==> config.mk <==
export PLATFORM = sky130hd
export DESIGN_NAME = inst_fetch_buf_flat
export DESIGN_NICKNAME = d
export VERILOG_FILES = /design/src/rtl/inst_fetch_buf_if.sv /design/src/rtl/inst_fetch_buf.sv /design/src/flat_wrapper.sv
export SDC_FILE = /design/constraint.sdc
export NUM_CORES = 1
export LEC_CHECK = 0
export ABC_AREA = 1
export BUFFER_PORTS_ARGS = -buffer_cell sky130_fd_sc_hd__buf_2
export CAP_MARGIN = 20
export CORE_MARGIN = 2
export CORE_UTILIZATION = 59
export DETAILED_ROUTE_END_ITERATION = 16
export GPL_ROUTABILITY_DRIVEN = 0
export PLACE_DENSITY = 0.79
export SYNTH_ARGS = -nofsm -noshare
export SYNTH_HDL_FRONTEND = slang
export SYNTH_SLANG_ARGS = --single-unit
==> constraint.sdc <==
create_clock -name clk -period 2.69 [get_ports clk]
set_clock_uncertainty 0.1 [all_clocks]
set_input_delay 0 -clock clk [delete_from_list [all_inputs] [get_ports clk]]
set_output_delay 0 -clock clk [all_outputs]
set_load 0.02 [all_outputs]
==> src/rtl/inst_fetch_buf_if.sv <==
// inst_fetch_buf_if: bundle of the fetch stage's memory, control and pipeline signals.
// master = the fetch/buffer stage, slave = its environment (memory, redirect source, pipeline).
//
// Handshake rules:
//   - imem request moves when imem_req_valid && imem_req_ready are both high at a rising edge.
//     imem_req_valid and imem_req_addr depend only on registered state and redirect_valid/rst.
//   - imem_resp_valid has no ready. Responses come back in request order, one per cycle at most.
//   - redirect_valid is a one-cycle command with no handshake. halt is a level.
//   - inst/inst_pc/inst_valid are registered and present one value every cycle. No back-pressure.
interface inst_fetch_buf_if #(
  parameter int ADDR_W = 8
);
  logic              imem_req_valid;
  logic              imem_req_ready;
  logic [ADDR_W-1:0] imem_req_addr;
  logic              imem_resp_valid;
  logic [7:0]        imem_resp_data;
  logic              redirect_valid;
  logic [ADDR_W-1:0] redirect_pc;
  logic              halt;
  logic [7:0]        inst;
  logic [ADDR_W-1:0] inst_pc;
  logic              inst_valid;

  modport master (
    output imem_req_valid, imem_req_addr, inst, inst_pc, inst_valid,
    input  imem_req_ready, imem_resp_valid, imem_resp_data,
           redirect_valid, redirect_pc, halt
  );

  modport slave (
    input  imem_req_valid, imem_req_addr, inst, inst_pc, inst_valid,
    output imem_req_ready, imem_resp_valid, imem_resp_data,
           redirect_valid, redirect_pc, halt
  );
endinterface

==> src/rtl/inst_fetch_buf.sv <==
// inst_fetch_buf: PC walker, in-order instruction memory requester and response FIFO.
// It feeds one 8-bit instruction per cycle to the pipeline and inserts NOP bubbles as needed.
// Optional feature: define IFETCH_BYPASS_EN so a response that finds the FIFO empty goes
// straight to inst. That gives 1-edge latency instead of 2.
// Reset: rst is synchronous and active-high.
module inst_fetch_buf #(
  parameter int DEPTH  = 4,
  parameter int ADDR_W = 8
) (
  input  logic             clk,
  input  logic             rst,
  inst_fetch_buf_if.master bus
);
  localparam int PW = $clog2(DEPTH);
  localparam int CW = PW + 1;
  localparam logic [CW:0] DEPTH_C = (CW+1)'(DEPTH);

  // Architectural and bookkeeping state
  logic [ADDR_W-1:0] pc_q, pc_d;
  logic [CW-1:0]     fifo_cnt_q, fifo_cnt_d;
  logic [CW-1:0]     in_flight_q, in_flight_d;
  logic [CW-1:0]     drop_cnt_q, drop_cnt_d;
  logic [PW-1:0]     wr_ptr_q, wr_ptr_d;
  logic [PW-1:0]     rd_ptr_q, rd_ptr_d;
  logic [PW-1:0]     tag_wr_q, tag_wr_d;
  logic [PW-1:0]     tag_rd_q, tag_rd_d;
  logic [7:0]        inst_q, inst_d;
  logic [ADDR_W-1:0] inst_pc_q, inst_pc_d;
  logic              inst_valid_q, inst_valid_d;

  // Storage: response FIFO {data, pc} and in-order address tags of outstanding requests
  logic [7:0]        fifo_data_q [DEPTH];
  logic [ADDR_W-1:0] fifo_pc_q   [DEPTH];
  logic [ADDR_W-1:0] tag_q       [DEPTH];

  // Per-cycle control
  logic [CW:0]       credit_sum;
  logic              req_valid;
  logic              req_fire;
  logic              resp_fire;
  logic              fifo_empty;
  logic              drop_now;
  logic              pop;
  logic              push;
  logic              bypass;
  logic [ADDR_W-1:0] resp_pc;

  // Credits count FIFO slots already spoken for by buffered and outstanding data
  assign credit_sum = {1'b0, fifo_cnt_q} + {1'b0, in_flight_q};
  assign req_valid  = !rst && !bus.redirect_valid && (credit_sum < DEPTH_C);
  assign req_fire   = req_valid && bus.imem_req_ready;
  assign resp_fire  = bus.imem_resp_valid;
  assign fifo_empty = (fifo_cnt_q == '0);
  assign drop_now   = (drop_cnt_q != '0);
  assign resp_pc    = tag_q[tag_rd_q];

  // Pop, push and bypass decisions. A redirect suppresses all three.
  always_comb begin
    pop    = !bus.redirect_valid && !bus.halt && !fifo_empty;
`ifdef IFETCH_BYPASS_EN
    bypass = !bus.redirect_valid && resp_fire && !drop_now && fifo_empty && !bus.halt;
`else
    bypass = 1'b0;
`endif
    push   = !bus.redirect_valid && resp_fire && !drop_now && !bypass;
  end

  // Next-state computation. A redirect overrides PC, flushes the FIFO and arms the drop counter.
  always_comb begin
    pc_d         = pc_q;
    fifo_cnt_d   = fifo_cnt_q;
    in_flight_d  = in_flight_q;
    drop_cnt_d   = drop_cnt_q;
    wr_ptr_d     = wr_ptr_q;
    rd_ptr_d     = rd_ptr_q;
    inst_d       = 8'h00;
    inst_pc_d    = '0;
    inst_valid_d = 1'b0;
    if (bus.redirect_valid) begin
      pc_d        = bus.redirect_pc;
      fifo_cnt_d  = '0;
      wr_ptr_d    = '0;
      rd_ptr_d    = '0;
      // Every outstanding response is stale. One arriving this cycle is dropped right here.
      in_flight_d = in_flight_q - CW'(resp_fire);
      drop_cnt_d  = in_flight_q - CW'(resp_fire);
    end else begin
      if (req_fire) begin
        pc_d = pc_q + ADDR_W'(1);
      end
      in_flight_d = in_flight_q + CW'(req_fire) - CW'(resp_fire);
      if (resp_fire && drop_now) begin
        drop_cnt_d = drop_cnt_q - CW'(1);
      end
      fifo_cnt_d = fifo_cnt_q + CW'(push) - CW'(pop);
      if (push) begin
        wr_ptr_d = wr_ptr_q + PW'(1);
      end
      if (pop) begin
        rd_ptr_d     = rd_ptr_q + PW'(1);
        inst_d       = fifo_data_q[rd_ptr_q];
        inst_pc_d    = fifo_pc_q[rd_ptr_q];
        inst_valid_d = 1'b1;
      end else if (bypass) begin
        inst_d       = bus.imem_resp_data;
        inst_pc_d    = resp_pc;
        inst_valid_d = 1'b1;
      end
    end
    // Tag queue tracks every accepted request until its response returns, dropped or not
    tag_wr_d = tag_wr_q + PW'(req_fire);
    tag_rd_d = tag_rd_q + PW'(resp_fire);
  end

  // State registers with synchronous reset
  always_ff @(posedge clk) begin
    if (rst) begin
      pc_q         <= '0;
      fifo_cnt_q   <= '0;
      in_flight_q  <= '0;
      drop_cnt_q   <= '0;
      wr_ptr_q     <= '0;
      rd_ptr_q     <= '0;
      tag_wr_q     <= '0;
      tag_rd_q     <= '0;
      inst_q       <= 8'h00;
      inst_pc_q    <= '0;
      inst_valid_q <= 1'b0;
    end else begin
      pc_q         <= pc_d;
      fifo_cnt_q   <= fifo_cnt_d;
      in_flight_q  <= in_flight_d;
      drop_cnt_q   <= drop_cnt_d;
      wr_ptr_q     <= wr_ptr_d;
      rd_ptr_q     <= rd_ptr_d;
      tag_wr_q     <= tag_wr_d;
      tag_rd_q     <= tag_rd_d;
      inst_q       <= inst_d;
      inst_pc_q    <= inst_pc_d;
      inst_valid_q <= inst_valid_d;
    end
  end

  // Data storage writes. Contents need no reset because the pointers and counters gate every read.
  always_ff @(posedge clk) begin
    if (push) begin
      fifo_data_q[wr_ptr_q] <= bus.imem_resp_data;
      fifo_pc_q[wr_ptr_q]   <= resp_pc;
    end
    if (req_fire) begin
      tag_q[tag_wr_q] <= pc_q;
    end
  end

  assign bus.imem_req_valid = req_valid;
  assign bus.imem_req_addr  = pc_q;
  assign bus.inst           = inst_q;
  assign bus.inst_pc        = inst_pc_q;
  assign bus.inst_valid     = inst_valid_q;

endmodule

==> src/flat_wrapper.sv <==
// flat-port wrapper written by rule: the top's interface ports become plain ports
module inst_fetch_buf_flat 
#(
  parameter int DEPTH  = 4,
  parameter int ADDR_W = 8
)
  (clk, rst, bus_imem_req_valid, bus_imem_req_addr, bus_inst, bus_inst_pc, bus_inst_valid, bus_imem_req_ready, bus_imem_resp_valid, bus_imem_resp_data, bus_redirect_valid, bus_redirect_pc, bus_halt);
  inst_fetch_buf_if #(.ADDR_W(ADDR_W)) bus_i ();
  input  logic clk;
  input  logic rst;
  output wire logic [$bits(bus_i.imem_req_valid)-1:0] bus_imem_req_valid;
  output wire logic [$bits(bus_i.imem_req_addr)-1:0] bus_imem_req_addr;
  output wire logic [$bits(bus_i.inst)-1:0] bus_inst;
  output wire logic [$bits(bus_i.inst_pc)-1:0] bus_inst_pc;
  output wire logic [$bits(bus_i.inst_valid)-1:0] bus_inst_valid;
  input wire logic [$bits(bus_i.imem_req_ready)-1:0] bus_imem_req_ready;
  input wire logic [$bits(bus_i.imem_resp_valid)-1:0] bus_imem_resp_valid;
  input wire logic [$bits(bus_i.imem_resp_data)-1:0] bus_imem_resp_data;
  input wire logic [$bits(bus_i.redirect_valid)-1:0] bus_redirect_valid;
  input wire logic [$bits(bus_i.redirect_pc)-1:0] bus_redirect_pc;
  input wire logic [$bits(bus_i.halt)-1:0] bus_halt;
  assign bus_imem_req_valid = bus_i.imem_req_valid;
  assign bus_imem_req_addr = bus_i.imem_req_addr;
  assign bus_inst = bus_i.inst;
  assign bus_inst_pc = bus_i.inst_pc;
  assign bus_inst_valid = bus_i.inst_valid;
  assign bus_i.imem_req_ready = bus_imem_req_ready;
  assign bus_i.imem_resp_valid = bus_imem_resp_valid;
  assign bus_i.imem_resp_data = bus_imem_resp_data;
  assign bus_i.redirect_valid = bus_redirect_valid;
  assign bus_i.redirect_pc = bus_redirect_pc;
  assign bus_i.halt = bus_halt;
  inst_fetch_buf #(.DEPTH(DEPTH), .ADDR_W(ADDR_W)) u_core (.clk(clk), .rst(rst), .bus(bus_i));
endmodule
# After elaboration in Yosys (flattened, before gate mapping)
# Memories as Yosys holds them, arrays and structs flattened. A register that Yosys moved wholly into a read port is not among the register bits.
# Cells that the tools add are included.
# word_totals
in_bits	22
n_memories	3
regBits	26
wordCells	56
ramBits	96
output_inout_bits	26
# mem_list
memory	depth	word_bits	read_ports	rd_ports_with_merged_regs	wr	line	rtl
u_core.fifo_data_q	4	8	1	1	1	inst_fetch_buf.sv:32	logic [7:0] fifo_data_q [DEPTH];
u_core.fifo_pc_q	4	8	1	1	1	inst_fetch_buf.sv:33	logic [ADDR_W-1:0] fifo_pc_q [DEPTH];
u_core.tag_q	4	8	1	1	1	inst_fetch_buf.sv:34	logic [ADDR_W-1:0] tag_q [DEPTH];
# classes
muxes	11
n_bitwise	1
n_reduce_logical	19
addsub	12
n_lt_le_gt_ge	1
# op_table
cell	count
two-way mux 8 bit	2
two-way mux 3 bit	3
subtractor 3 x 1 -> 3 bit	3
adder 8 x 1 -> 8 bit, second input constant	1
logical AND 1 bit	8
adder 3 x 1 -> 3 bit	2
logical NOT 1 bit	5
two-way mux 1 bit	5
adder 2 x 1 -> 2 bit	2
adder 2 x 1 -> 2 bit, second input constant	2
adder 3 x 3 -> 4 bit	1
less-than comparator 4 x 3 -> 1 bit, second input constant	1
nonzero test 2 bit	2
logical NOT 3 bit	1
nonzero test 3 bit	1
OR reduction 3 bit	1
subtractor 3 x 1 -> 3 bit, second input constant	1
two-way mux 2 bit	1
OR reduction 2 bit	1
NOT 1 bit	1

# Logic depth before layout (Yosys ltp)
# logic_depth
ltp_word	7
mapped_depth	11
depth_no_buf	11

# Worst setup path before layout
# OpenSTA, ideal clock, no wires.
# synth_path
path_kind	register to register
startpoint	register u_core.in_flight_q[2]
endpoint	memory u_core.tag_q[2][0] (enable)
t_arrival_ns	1.811
slack_ns	0.396
required_time_ns	2.207
stages_incl_launch_ff	8
setup_time_ns	0.383
cell_sequence	dfxtp_1 > ha_1 > nor2_1 > nand2_1 > nor2_4 > nand2_2 > buf_6 > nor3_1
# synth_between
elab_chain_cells	6
# synth_lines
element	line	rtl
from (decl)	inst_fetch_buf.sv:21	logic [CW-1:0] in_flight_q, in_flight_d;
from (signal assigned)	inst_fetch_buf.sv:132	in_flight_q <= in_flight_d;
adder 3 x 3 -> 4 bit	inst_fetch_buf.sv:49	assign credit_sum = {1'b0, fifo_cnt_q} + {1'b0, in_flight_q};
less-than comparator 4 x 3 -> 1 bit	inst_fetch_buf.sv:50	assign req_valid = !rst && !bus.redirect_valid && (credit_sum < DEPTH_C);
logical AND 1 bit	inst_fetch_buf.sv:50	
net bus_imem_req_valid	flat_wrapper.sv:11	output wire logic [$bits(bus_i.imem_req_valid)-1:0] bus_imem_req_valid;
logical AND 1 bit	inst_fetch_buf.sv:51	assign req_fire = req_valid && bus.imem_req_ready;
two-way mux 1 bit	inst_fetch_buf.sv:150	if (req_fire) begin
two-way mux 1 bit (not written as such)	inst_fetch_buf.sv:151	tag_q[tag_wr_q] <= pc_q;
to (decl)	inst_fetch_buf.sv:34	
# The timed path passes the listed nets, and every way through them passes these cells.

# Final worst setup path
# layout_path
startpoint	register u_core.pc_q[0], in the netlist u_core.bus.imem_req_addr[0]
endpoint	register u_core.pc_q[2], in the netlist u_core.bus.imem_req_addr[2]
# layout_between
elab_chain_cells	3
# layout_lines
element	line	rtl
from (decl)	inst_fetch_buf.sv:19	logic [ADDR_W-1:0] pc_q, pc_d;
from (signal assigned)	inst_fetch_buf.sv:130	pc_q <= pc_d;
adder 8 x 1 -> 8 bit	inst_fetch_buf.sv:89	pc_d = pc_q + ADDR_W'(1);
two-way mux 8 bit	inst_fetch_buf.sv:88	if (req_fire) begin
two-way mux 8 bit	inst_fetch_buf.sv:79	if (bus.redirect_valid) begin
# Every way passes these cells. The select of a mux whose other input is x is not followed.
# A chain may end at the register's enable or synchronous reset.

==> flow_summary.ini <==
[run_status]
outcome = finished, final reports clean

[sta]
min_period_over_period_pct = 94.6
setup_viol = 0
finalHoldViolations = 0
tns_ps = 0
max_freq_mhz = 393
rsz0062_at_grt = no
setup_ws_ps = 146
worstMarginPinSlew_ps = 581
hold_ws_ps = 26.7
drv_slew = 0
finalCriticalPeriod_ps = 2540
max_slew_margin_pct = 61.0

[yosys]
synth_warnings = 0
synth_simple_gate_area_share_pct = 13.7
synth-seq-cells = 138
synth_xor_area_share_pct = 0.942
synthDistinctLibCells = 33
synthFlopType = edfxtp_1
synth-compound-area-share_pct = 9.37
synth_top_family_by_area = simple AND/OR/NAND/NOR gates
muxShareOfSynthArea_pct = 0
synth-edff-count = 96
synthArstFlopShare_pct = 0
syn-cell-area_um2 = 5580
synth_nets = 550
synth_seq_area_share_pct = 66.7
syn_area_per_cell_um2 = 11.0
synth_fa_ha_area_share_pct = 4.53
synth_cells = 509

[grt]
overflow = 0
grt_first_pass_wirelength_um = 18700
grt_max_degree = 33
antenna_found_initial = 0
grt_usage_pct = 24.0
first_global_vias = 3970

[worst_setup_path]
path_class = reg2reg
critPathCaptureType = flip-flop
arrival_ps = 2830
critPathMaxFanout = 9
worstPathRequired_ps = 2980
worst_setup_path_start_kind = flip-flop

[layout]
n_antenna_cell = 0
syn_to_final_growth_pct = 24.7
mostFrequentLayoutCells = 103 x nor2_1, 96 x edfxtp_1, 57 x o21ai_0
fin_nets = 647
utilization_pct = 75.7
drive_gt1_share_pct = 16.6
final_common_cell = nor2_1

[routing]
drt_pass1_iterations = 5
drt_iter0_markers = 225
ant_nets = 0
vias = 3988
vias_per_cell = 5.46
wl_per_cell_um = 15.9
drc = 0
totalWireLength_um = 11600

[clocking]
cts-root-buf = clkbuf_8
insertion_delay_ps = 510
cts_setup_buffers = 0
cts_tree = done
htree_levels = 4
cts_buffer_depth = 2
cts.clk_slew.worst_paths_ps = 60
clock-sinks = 138
cts_made_buffers = 17

[floorplanning]
io_pins = 48
die_h_um = 101
start_util_pct = 60.7
dieArea_um2 = 10200
coreArea_um2 = 9200
rows = 35
die_w_um = 101

[place]
numPortBuffers = 47
pre_cts_ws_ps = 493
dp_hpwl_um = 6750

[worst_hold_path]
hold_class = in2reg

[pwr]
power.total_uw = 5230
p_leak_uw = 0.00277
p_per_area_nw_per_um2 = 752
ir_worst_vdd_uv = 478

[job]
max_cap_violations = 0
[through the flow]
stage,instances,area (um^2)
after global routing,730,6960
after global placement,661,5950
after detailed placement,661,5950
after CTS,730,6960
final,730,6960
after floorplan,509,5580
[final cells by class]
class	count	area, um^2
Clock buffer	20	435
Clock inverter	12	198
Inverter	44	165
Sequential cell	138	3720
Tap cell	111	139
Timing Repair Buffer	97	703
Fill cell	588	2240
Multi-Input combinational cell	308	1590
[layer usage]
layer  share of wire [%]  GRT usage (%)  vias up
met3                 4.7           5.24       13
met4                 1.0           8.42        0
li1                    -              -     1929
met1                  41           28.8     1917
met5                   0              0        -
met2                  53           42.7      129
[synthesized netlist by cell type (3+ instances only)]
master	count	area, um^2
a21oi_1	31	155
buf_2	6	30.0
clkbuf_1	9	33.8
dfxtp_1	42	841
edfxtp_1	96	2880
ha_1	17	213
inv_1	40	150
inv_2	3	11.3
nand2_1	47	176
nand3_1	17	85.1
nor2_1	103	387
nor3_1	4	20.0
o21ai_0	57	285
o22ai_1	8	50.1
xnor2_1	5	43.8
[logic make-up after synthesis]
logic type                 after synthesis
and+or+nand+nor                        182
DFF                                    138
adders and majority gates               19
xor gates and xnor gates                 6
AOI/OAI and AO/OA                      101
buffers and inverters                   63
[path summary, 6_finish.rpt]
| kind | depth (start not counted) | from | to | slack (ps) |
|---|---|---|---|---|
| worst max-delay path | 7 | u_core.bus.imem_req_addr[0] | u_core.bus.imem_req_addr[2] | 150 |
| worst min-delay path | 6 | bus_imem_req_ready | u_core.tag_wr_q[0] | 30 |
| worst max register to register | 7 | u_core.bus.imem_req_addr[0] | u_core.bus.imem_req_addr[2] | 150 |
| worst min register to register | 2 | u_core.wr_ptr_q[0] | u_core.wr_ptr_q[0] | 410 |
[worst max-delay path, stage by stage (launching register included)]
cell           delay (ps)
dfxtp_1               490
ha_1                  300
xnor2_1               160
o21ai_0               100
dlygate4sd3_1         570
nand2_1                70
a21oi_1                60
dlygate4sd3_1         570
[repair_timing]
item / 4_1_cts / 5_1_grt
endpoints found under the setup margin: 0 / 1
hold buffers: 37 / 0
gates resized for setup: 0 / 1
hold endpoints to repair: 58 / 0
[flip-flops by register name, summed over array words and instances (netlist names), 2 cells and up]
signal	cells
u_core.fifo_data_q	32
u_core.fifo_pc_q	32
u_core.tag_q	32
u_core.bus.imem_req_addr	8
u_core.bus.inst	8
u_core.bus.inst_pc	8
u_core.drop_cnt_q	3
u_core.fifo_cnt_q	3
u_core.in_flight_q	3
u_core.rd_ptr_q	2
u_core.tag_rd_q	2
u_core.tag_wr_q	2
u_core.wr_ptr_q	2
[power breakdown]
group | leakage, uW | internal (uW) | switching [uW]
logic | 0.00125 | 157 | 233
registers | 0.00121 | 2350 | 46.1
clock network | 0.000305 | 1620 | 826
total | 0.00277 | 4130 | 1100
No activity file was read; power rests on OpenSTA's default activity.
